===== src/rtl/aud_pkg.sv =====
// Shared types and constants for the I2S recorder: FSM state encoding,
// channel-mode codes, default widths, and small decode helpers.
package aud_pkg;

  localparam int DATA_W_DEF = 16;
  localparam int ADDR_W_DEF = 20;

  localparam logic [1:0] MODE_LEFT   = 2'd0;
  localparam logic [1:0] MODE_RIGHT  = 2'd1;
  localparam logic [1:0] MODE_STEREO = 2'd2;

  typedef enum logic [2:0] {
    S_IDLE  = 3'd0,
    S_WAIT  = 3'd1,
    S_SHIFT = 3'd2,
    S_WRITE = 3'd3,
    S_PAUSE = 3'd4
  } rec_state_e;

  // The reserved mode code behaves exactly like left-only.
  function automatic logic [1:0] norm_mode(input logic [1:0] mode);
    case (mode)
      MODE_RIGHT:  return MODE_RIGHT;
      MODE_STEREO: return MODE_STEREO;
      default:     return MODE_LEFT;
    endcase
  endfunction

  // States in which the recorder reports itself busy.
  function automatic logic is_busy(input rec_state_e st);
    case (st)
      S_WAIT, S_SHIFT, S_WRITE: return 1'b1;
      default:                  return 1'b0;
    endcase
  endfunction

endpackage


===== src/rtl/i2s_deserializer.sv =====
// I2S slot deserialiser: detects LRC edges, skips the bit that shares the
// edge cycle, then shifts DATA_W bits MSB first. o_done pulses one cycle
// after the last bit lands; o_abort flags an LRC edge that cuts a slot short.
// Bits past DATA_W in a slot are ignored until the next edge re-arms it.
module i2s_deserializer
  import aud_pkg::*;
#(
  parameter int DATA_W = DATA_W_DEF
) (
  input  logic              i_clk,
  input  logic              i_rst_n,
  input  logic              i_lrc,
  input  logic              i_data,
  output logic              o_edge,
  output logic              o_abort,
  output logic              o_done,
  output logic [DATA_W-1:0] o_sample
);

  localparam int CNT_W = (DATA_W > 1) ? $clog2(DATA_W) : 1;
  localparam logic [CNT_W-1:0] LAST_CNT = CNT_W'(DATA_W - 1);

  logic              lrc_r;
  logic              active_r;
  logic [CNT_W-1:0]  cnt_r;
  logic [DATA_W-1:0] shift_r;
  logic              done_r;
  logic              edge_s;

  assign edge_s   = i_lrc ^ lrc_r;
  assign o_edge   = edge_s;
  assign o_abort  = edge_s & active_r;
  assign o_done   = done_r;
  assign o_sample = shift_r;

  // Edge history, slot bit counter and MSB-first shift register.
  always_ff @(posedge i_clk or negedge i_rst_n) begin
    if (!i_rst_n) begin
      lrc_r    <= 1'b0;
      active_r <= 1'b0;
      cnt_r    <= '0;
      shift_r  <= '0;
      done_r   <= 1'b0;
    end else begin
      lrc_r  <= i_lrc;
      done_r <= 1'b0;
      if (edge_s) begin
        cnt_r    <= '0;
        active_r <= 1'b1;
      end else if (active_r) begin
        shift_r <= {shift_r[DATA_W-2:0], i_data};
        if (cnt_r == LAST_CNT) begin
          active_r <= 1'b0;
          done_r   <= 1'b1;
          cnt_r    <= '0;
        end else begin
          cnt_r <= cnt_r + CNT_W'(1);
        end
      end
    end
  end

endmodule


===== src/rtl/aud_recorder_stream.sv =====
// I2S capture engine: frames codec samples by LRC slot, writes them to SRAM
// with a one-cycle strobe, and tracks the recorded length and full state.
// Supports left/right/stereo capture, pause/resume and stop with deferred
// clearing of address/length on the next start.
module aud_recorder_stream
  import aud_pkg::*;
#(
  parameter int DATA_W = DATA_W_DEF,
  parameter int ADDR_W = ADDR_W_DEF
) (
  input  logic              i_clk,
  input  logic              i_rst_n,
  input  logic              i_lrc,
  input  logic              i_data,
  input  logic              i_start,
  input  logic              i_pause,
  input  logic              i_stop,
  input  logic [1:0]        i_mode,
  output logic [ADDR_W-1:0] o_address,
  output logic [DATA_W-1:0] o_data,
  output logic              o_we,
  output logic [ADDR_W:0]   o_len,
  output logic              o_full,
  output logic              o_busy
);

  // Length value just before the final write that fills the SRAM.
  localparam logic [ADDR_W:0] LAST_LEN = {1'b0, {ADDR_W{1'b1}}};

  rec_state_e        state_r;
  rec_state_e        state_n;
  logic [1:0]        mode_r;
  logic              want_right_r;
  logic              slot_r;
  logic              clear_pending_r;
  logic [ADDR_W-1:0] addr_r;
  logic [ADDR_W:0]   len_r;
  logic [DATA_W-1:0] data_r;
  logic              we_r;
  logic              full_r;
  logic              busy_r;

  logic              edge_s;
  logic              abort_s;
  logic              done_s;
  logic [DATA_W-1:0] sample_s;
  logic              want_lrc_s;
  logic              wanted_s;
  logic              start_ok_s;
  logic              will_full_s;
  logic              write_s;
  logic              busy_n_s;
  logic              leave_s;
  logic              enter_shift_s;

  i2s_deserializer #(
    .DATA_W (DATA_W)
  ) u_deser (
    .i_clk    (i_clk),
    .i_rst_n  (i_rst_n),
    .i_lrc    (i_lrc),
    .i_data   (i_data),
    .o_edge   (edge_s),
    .o_abort  (abort_s),
    .o_done   (done_s),
    .o_sample (sample_s)
  );

  // Slot polarity that opens the next sample we want; stereo alternates L then R.
  always_comb begin
    want_lrc_s = 1'b0;
    case (mode_r)
      MODE_RIGHT:  want_lrc_s = 1'b1;
      MODE_STEREO: want_lrc_s = want_right_r;
      default:     want_lrc_s = 1'b0;
    endcase
    wanted_s    = edge_s & (i_lrc == want_lrc_s);
    start_ok_s  = i_start & (~full_r | clear_pending_r);
    will_full_s = (len_r == LAST_LEN);
  end

  // State register.
  always_ff @(posedge i_clk or negedge i_rst_n) begin
    if (!i_rst_n) begin
      state_r <= S_IDLE;
    end else begin
      state_r <= state_n;
    end
  end

  // Next-state logic; stop beats pause beats start in every state.
  always_comb begin
    state_n = state_r;
    case (state_r)
      S_IDLE: begin
        if (i_stop || i_pause) begin
          state_n = S_IDLE;
        end else if (start_ok_s) begin
          state_n = S_WAIT;
        end else begin
          state_n = S_IDLE;
        end
      end
      S_WAIT: begin
        if (i_stop) begin
          state_n = S_IDLE;
        end else if (i_pause) begin
          state_n = S_PAUSE;
        end else if (wanted_s) begin
          state_n = S_SHIFT;
        end else begin
          state_n = S_WAIT;
        end
      end
      S_SHIFT: begin
        if (i_stop) begin
          state_n = S_IDLE;
        end else if (i_pause) begin
          state_n = S_PAUSE;
        end else if (done_s) begin
          state_n = S_WRITE;
        end else if (abort_s) begin
          state_n = S_WAIT;
        end else begin
          state_n = S_SHIFT;
        end
      end
      S_WRITE: begin
        if (i_stop || will_full_s) begin
          state_n = S_IDLE;
        end else if (i_pause) begin
          state_n = S_PAUSE;
        end else begin
          state_n = S_WAIT;
        end
      end
      S_PAUSE: begin
        if (i_stop) begin
          state_n = S_IDLE;
        end else if (i_pause) begin
          state_n = S_PAUSE;
        end else if (i_start) begin
          state_n = S_WAIT;
        end else begin
          state_n = S_PAUSE;
        end
      end
      default: state_n = S_IDLE;
    endcase
  end

  // Output/transition decode feeding the registered datapath.
  always_comb begin
    write_s       = (state_r == S_WRITE);
    busy_n_s      = is_busy(state_n);
    leave_s       = ((state_r == S_IDLE) || (state_r == S_PAUSE)) && (state_n == S_WAIT);
    enter_shift_s = (state_r == S_WAIT) && (state_n == S_SHIFT);
  end

  // Registered outputs, address/length counters, mode latch and clear handling.
  // The write strobe follows the S_WRITE cycle, so a stop or pause seen in
  // that cycle still lets the write complete.
  always_ff @(posedge i_clk or negedge i_rst_n) begin
    if (!i_rst_n) begin
      we_r            <= 1'b0;
      busy_r          <= 1'b0;
      data_r          <= '0;
      addr_r          <= '0;
      len_r           <= '0;
      full_r          <= 1'b0;
      clear_pending_r <= 1'b0;
      mode_r          <= MODE_LEFT;
      want_right_r    <= 1'b0;
      slot_r          <= 1'b0;
    end else begin
      we_r   <= write_s;
      busy_r <= busy_n_s;
      if (write_s) begin
        data_r       <= sample_s;
        want_right_r <= (mode_r == MODE_STEREO) && !slot_r;
        if (will_full_s) begin
          full_r <= 1'b1;
        end
      end
      // Advance after the strobe; the address parks on the last word when full.
      if (we_r) begin
        len_r <= len_r + (ADDR_W + 1)'(1);
        if (len_r != LAST_LEN) begin
          addr_r <= addr_r + ADDR_W'(1);
        end
      end
      if (i_stop) begin
        clear_pending_r <= 1'b1;
      end
      if (enter_shift_s) begin
        slot_r <= i_lrc;
      end
      if (leave_s) begin
        mode_r       <= norm_mode(i_mode);
        want_right_r <= 1'b0;
        if ((state_r == S_IDLE) && clear_pending_r) begin
          addr_r          <= '0;
          len_r           <= '0;
          full_r          <= 1'b0;
          clear_pending_r <= 1'b0;
        end
      end
    end
  end

  assign o_we      = we_r;
  assign o_busy    = busy_r;
  assign o_data    = data_r;
  assign o_address = addr_r;
  assign o_len     = len_r;
  assign o_full    = full_r;

endmodule

===== config.mk =====
export PLATFORM = sky130hd
export DESIGN_NAME = aud_recorder_stream
export DESIGN_NICKNAME = d
export VERILOG_FILES = /design/src/rtl/aud_pkg.sv /design/src/rtl/i2s_deserializer.sv /design/src/rtl/aud_recorder_stream.sv
export SDC_FILE = /design/constraint.sdc
export NUM_CORES = 1
export LEC_CHECK = 0
export CORE_MARGIN = 2
export CORE_UTILIZATION = 45
export CTS_CLUSTER_SIZE = 10
export DETAILED_ROUTE_END_ITERATION = 8
export GPL_TIMING_DRIVEN = 0
export PLACE_DENSITY_LB_ADDON = 0.05
export SETUP_SLACK_MARGIN = 0.05
export SYNTH_ARGS = -nofsm -noshare
export SYNTH_HDL_FRONTEND = slang
export SYNTH_SLANG_ARGS = --single-unit
export TNS_END_PERCENT = 5

===== constraint.sdc =====
create_clock -name i_clk -period 1.8 [get_ports i_clk]
set_input_delay 0.36 -clock i_clk [delete_from_list [all_inputs] [get_ports i_clk]]
set_output_delay 0.36 -clock i_clk [all_outputs]
set_load 0.01 [all_outputs]

=== Word level (Yosys, flattened, before mapping) ===
Cells that the tools add are included.
Widths: inputs -> output; s select.

* Bitwise gates (word level): 7
* Equality and inequality tests: 15
* Reductions and logical operators: 13
* Multiplexer cells: 43
* Add/sub/neg operators: 3

{| class="wikitable"
|+ Operators by type and width
! cell !! number
|-
| $mux 20 || 4
|-
| $mux 21 || 3
|-
| $mux 3 || 9
|-
| $add 21x1->21 const B || 1
|-
| $eq 21x20->1 const B || 1
|-
| $ne 21x20->1 const B || 1
|-
| $add 20x1->20 const B || 1
|-
| $mux 1 || 18
|-
| $pmux 3 s5 || 1
|-
| $eq 3x2->1 const B || 4
|-
| $mux 4 || 3
|-
| $eq 3x1->1 const B || 2
|-
| $mux 2 || 3
|-
| $add 4x1->4 const B || 1
|-
| $eq 2x1->1 const B || 2
|-
| $eq 2x2->1 const B || 2
|-
| $eq 4x4->1 const B || 1
|-
| $logic_and 1x1->1 || 4
|-
| $pmux 2 s2 || 1
|-
| $reduce_bool 2->1 || 2
|-
| $and 1x1->1 || 3
|-
| $eq 3x3->1 const B || 1
|-
| $logic_not 3->1 || 1
|-
| $logic_or 1x1->1 || 3
|-
| 8 further kinds || 9
|}

* Flip-flop bits (word level): 91
* Word-level logic and storage cells: 97
* Input bits: 9
* Output and inout bits: 60

=== Longest topological paths before layout ===
* Word-level depth: 11
* Depth in mapped cells: 7
* Gate-level depth less buffers: 7

=== Cells and area by module ===
A second synthesis with hierarchy kept.

* Cell total of the unflattened synthesis: 415
* Area total of the unflattened synthesis: 4271.6 um^2

{| class="wikitable"
|+ By module, submodules not included
! module !! area each (um^2) !! cells each !! sequential area each (um^2) !! instances
|-
| aud_recorder_stream || 3308.2 || 352 || 1701.6 || 1
|-
| i2s_deserializer || 963.4 || 63 || 575.6 || 1
|}

=== Worst setup path before layout ===
Ideal clock, no wire load.

* Path type: register to register
* From: register len_r[0] (netlist: o_len[0])
* To: register busy_r (netlist: o_busy)
* Arrival time: 1.829 ns
* Stages on the path, launching flop included: 7
* Buffers on the path: 0
* Period minus slack after synthesis: 1.961 ns
* Library setup time: 0.132 ns
* Required time: 1.668 ns
* Path slack: -0.161 ns
* Cells stage by stage: dfrtp_1 ha_1 or2b_2 nor4_4 a21oi_1 a21oi_1 or3b_1

* Cells in the longest elaborated chain, start to end: 7
* Elaborated cells between the ends (all ways): 9
* Those cells by class: 4 x eq/ne; 3 x mux; 2 x reduce/logical

{| class="wikitable"
|+ Ends and longest elaborated chain
! what !! RTL line !! text
|-
| start, declared || aud_recorder_stream.sv:37 || <nowiki>logic [ADDR_W:0] len_r;</nowiki>
|-
| start signal, assigned || aud_recorder_stream.sv:187 || <nowiki>len_r <= len_r + (ADDR_W + 1)'(1);</nowiki>
|-
| $eq 21x20->1 (*) || aud_recorder_stream.sv:79 || <nowiki>will_full_s = (len_r == LAST_LEN);</nowiki>
|-
| $logic_or 1x1->1 (*) || aud_recorder_stream.sv:129 || <nowiki>if (i_stop || will_full_s) begin</nowiki>
|-
| $mux 3 (*) || aud_recorder_stream.sv:129 ||
|-
| $pmux 3 s5 (*) || aud_recorder_stream.sv:94 || <nowiki>case (state_r)</nowiki>
|-
| $eq 3x1->1 / $eq 3x2->1 (equally long branches) || aud_pkg.sv:31 || <nowiki>case (st)</nowiki>
|-
| $reduce_or 3->1 (*) || aud_pkg.sv:31 ||
|-
| $mux 1 (*) || aud_pkg.sv:31 ||
|-
| net busy_n_s || aud_recorder_stream.sv:52 || <nowiki>logic busy_n_s;</nowiki>
|-
| end signal, assigned || aud_recorder_stream.sv:177 || <nowiki>busy_r <= busy_n_s;</nowiki>
|-
| end, declared || aud_recorder_stream.sv:41 || <nowiki>logic busy_r;</nowiki>
|}

Mark *: on every way through the listed nets, which the timed path passes. The rest lies on a longest branch.
A chain may end at the register's enable or synchronous reset.

=== Final worst setup path ===
* From: register mode_r[0]
* To: register busy_r (netlist: o_busy)

* Cells in the longest elaborated chain, start to end: 11
* Elaborated cells between the ends (all ways): 14
* Those cells by class: 6 x eq/ne; 6 x mux; 1 x bitwise; 1 x reduce/logical

{| class="wikitable"
|+ Ends and longest elaborated chain
! what !! RTL line !! text
|-
| start, declared || aud_recorder_stream.sv:32 || <nowiki>logic [1:0] mode_r;</nowiki>
|-
| start signal, assigned || aud_recorder_stream.sv:199 || <nowiki>mode_r <= norm_mode(i_mode);</nowiki>
|-
| $eq 2x2->1 / $eq 2x1->1 (equally long branches) || aud_recorder_stream.sv:72 || <nowiki>case (mode_r)</nowiki>
|-
| $pmux 1 s2 (*) || aud_recorder_stream.sv:72 ||
|-
| $eq 1x1->1 (*) || aud_recorder_stream.sv:77 || <nowiki>wanted_s = edge_s & (i_lrc == want_lrc_s);</nowiki>
|-
| $and 1x1->1 (*) || aud_recorder_stream.sv:77 ||
|-
| $mux 2 (*) || aud_recorder_stream.sv:109 || <nowiki>end else if (wanted_s) begin</nowiki>
|-
| $mux 3 (*) || aud_recorder_stream.sv:107 || <nowiki>end else if (i_pause) begin</nowiki>
|-
| $mux 3 (*) || aud_recorder_stream.sv:105 || <nowiki>if (i_stop) begin</nowiki>
|-
| $pmux 3 s5 (*) || aud_recorder_stream.sv:94 ||
|-
| net state_n[1] || aud_recorder_stream.sv:31 || <nowiki>rec_state_e state_n;</nowiki>
|-
| $eq 3x1->1 / $eq 3x2->1 (equally long branches) || aud_pkg.sv:31 ||
|-
| $reduce_or 3->1 (*) || aud_pkg.sv:31 ||
|-
| $mux 1 (*) || aud_pkg.sv:31 ||
|-
| net busy_n_s || aud_recorder_stream.sv:52 ||
|}

Marks and branches as above.

==> flow_metrics.py <==
metrics = {
    "outcome": {
        "status": "complete, but fails checks",
        "violations": "setup timing",
    },
    "sta": {
        "slew_violations": 0,
        "hold_viol_final": 0,
        "slew_headroom": 0.632,
        "hold_slack_ps": 485,
        "finalCritPeriodShare": 1.08,
        "min_period_ps": 1940,
        "fmax_ghz": 0.515,
        "setup_viol": 9,
        "setup_tns_ps": -707,
        "finClkSkew_ps": 9.34,
        "worst_pin_slew_ps": 552,
        "rsz0062_at_grt": "yes",
        "setup_slack_ps": -140,
    },
    "setup_path": {
        "start_kind": "flop",
        "worstPathRequired_ps": 2040,
        "r2r_slack_ps": -140,
        "rr_worst_depth": 7,
        "worst-path-max-fanout": 2,
        "timing.rr.end": "o_busy",
        "critPathKind": "flop to flop",
        "critPathCaptureType": "flop",
        "critical_path_arrival_ps": 2180,
        "r2r_start": "mode_r[0]",
    },
    "cts": {
        "cts.sinks": 91,
        "clk_path_buf_depth": 2,
        "clk_latency_ps": 360,
        "cts_max_level": 3,
        "cts_tree": "yes",
        "cts_root_buffer": "clkbuf_8",
        "cts_buffers": 9,
        "path_clk_slew_ps": 100,
    },
    "pwr": {
        "power_leakage_nw": 2.89,
        "power_mw": 4.50,
        "seq_power_share": 0.549,
        "internal-power_mw": 3.28,
        "power.net_switching_mw": 1.22,
        "p_comb_frac": 0.125,
        "p_sw_frac": 0.271,
        "power_density_nw_per_um2": 784,
        "power_frac_clock": 0.326,
        "ir_worst_vdd_v": 0.000483,
    },
    "grt": {
        "antenna_found_initial": 0,
        "grt_pass1_wl_mm": 15.5,
        "grt_pass1_vias": 3206,
        "grt_max_degree": 52,
        "globalRouteOverflowTotal": 0,
        "grt.total_usage": 0.189,
    },
    "yosys": {
        "synthCells": 429,
        "synth_area_leaders": "dfrtp_1 53%, nand2_1 6.3%, mux2_2 4.7%",
        "ys_top_cells_by_count": "91 x dfrtp_1, 73 x nand2_1, 42 x nor2_1",
        "synth.most_common_cell": "dfrtp_1",
        "yosys.area.top_type_share": 0.527,
        "avgSynthCellArea_um2": 10.1,
        "seq_area_frac_synth": 0.527,
        "synth_area_leader_cell": "dfrtp_1",
        "ys_warn_count": 0,
        "synth-async-reset-ratio": 1.00,
        "syn-num-nets": 443,
        "synth_seq_cells": 91,
        "yosysUniqueCellTypes": 45,
        "synth-edff-count": 0,
        "synth_flop_cell": "dfrtp_1",
        "synthesis.area_um2": 4320,
    },
    "final_layout": {
        "syn_to_final_growth_pct": 32.6,
        "fill_cells": 797,
        "finalNetCount": 537,
        "drive_above_1_share": 0.216,
        "seqCellArea_um2": 2290,
        "diodes": 0,
        "fin_area_um2": 5730,
        "multi_input_area_um2": 2030,
    },
    "detailed_routing": {
        "vias": 3396,
        "drtIter0Drc": 112,
        "routed_wl_mm": 9.52,
        "remaining_drc_errors": 0,
        "ant_nets": 0,
        "wire_per_inst_um": 14.5,
        "firstDrtPassIters": 5,
        "viasPerCell": 5.17,
    },
    "place": {
        "port_buffers": 68,
        "place.gp.congestion": 0.780,
        "dpl.hpwl_mm": 6.45,
        "place_area_um2": 5190,
        "place_ws_ps": -581,
    },
    "floorplanning": {
        "pin_count": 69,
        "rows": 35,
        "die_y_um": 102,
        "coreArea_um2": 9280,
        "die_w_um": 102,
        "initial_utilization": 0.466,
        "die_area_um2": 10400,
    },
    "hold_path": {
        "min_path_type": "flop to flop",
        "hold-path-endpoint": "o_data[10]",
        "hp-start": "o_data[10]",
        "whs_path_depth": 2,
    },
    "flow_run": {
        "maxCapViolCount": 0,
    },
}
## flip-flops by register name, summed over array words and instances (netlist names), 2 cells and up
name / cells
mode_r: 2
o_data: 16
u_deser.cnt_r: 4
o_address: 20
u_deser.o_sample: 16
state_r: 3
o_len: 21
## through the flow
step	utilization	instances
after floorplan	-	429
after global placement	0.556	626
after detailed placement	0.559	627
after CTS	0.593	647
after global routing	0.618	657
final	0.618	657
## placed cells by master, fill, tap and decap left out, types with 4 or more instances in the layout
cell type / instances
nand3_1: 12
xnor2_1: 23
dlymetal6s2s_1: 23
nand2_1: 73
buf_4: 15
a21oi_2: 6
mux2_2: 18
clkdlybuf4s50_1: 36
clkbuf_1: 6
dlygate4sd2_1: 6
and4_1: 8
o21ai_0: 15
nor3_2: 9
dfrtp_1: 79
clkbuf_2: 4
nor2_1: 42
a211oi_1: 9
nand4_1: 12
xor2_1: 7
buf_6: 6
a21oi_1: 17
or3_1: 8
clkbuf_8: 9
dfrtp_2: 12
inv_1: 12
## critical path, stage by stage (launching register included)
cell and delay (ps):
dfrtp_1 380, inv_2 50, ha_2 310, inv_2 30, and4b_1 200, o2111a_1 270
a31o_2 220, or3b_1 360
## routing by layer
metal,share of wire,GRT usage,up-vias
met1,0.45,0.243,1643
met4,0.011,0.0431,0
li1,-,-,1667
met5,0,0,-
met2,0.50,0.321,78
met3,0.042,0.0534,8
## timing repair
item / 4_1_cts / 5_1_grt
setup endpoints to repair: 80 / 86
endpoints found under the hold margin: 36 / 0
pin swaps: 2 / 12
setup buffers: 3 / 11
gates cloned: 0 / 1
resized for setup: 31 / 59
hold buffers: 1 / 0
## power by group through the flow
stage	Clock (mW)	Combinational, mW	Sequential, mW
5_1_grt	1.60	0.636	2.50
6_report	1.47	0.564	2.47
3_3_place_gp	0	0.523	2.50
2_1_floorplan	0	0.321	2.47
3_5_place_dp	0	0.556	2.50
4_1_cts	1.52	0.564	2.46
## worst max-delay path by stage
stage	startpoint	end	slack [ps]	depth (start not counted)
floorplan	o_len[0]	o_busy	-160	6
global placement	i_rst_n	u_deser.o_sample[10]	-3080	1
detailed placement	i_lrc	u_deser.o_sample[9]	-580	5
CTS	o_len[0]	o_address[14]	-200	7
global route	mode_r[0]	o_busy	-230	7
finish	mode_r[0]	o_busy	-140	7
## layout make-up
cell class / count / share of cell area
flip-flops and latches: 91 / 0.400
multi-input cells: 306 / 0.355
repair buffers: 83 / 0.151
well taps: 129 / 0.0282
clock buffers: 10 / 0.0223
plain buffers: 16 / 0.0192
clock inverters: 6 / 0.0137
inverters: 16 / 0.0111
## cells by family (layout without fill, tap and decap cells)
group	Yosys count	after routing	share of synthesized area
muxes	20	20	0.0515
adders and majority gates	5	5	0.0145
buffers and inverters	33	131	0.0385
AOI/OAI and AO/OA	57	58	0.0839
and+or+nand+nor	192	192	0.222
xor gates and xnor gates	31	31	0.0628
DFF	91	91	0.527
Power figures use the tool's default switching activity.
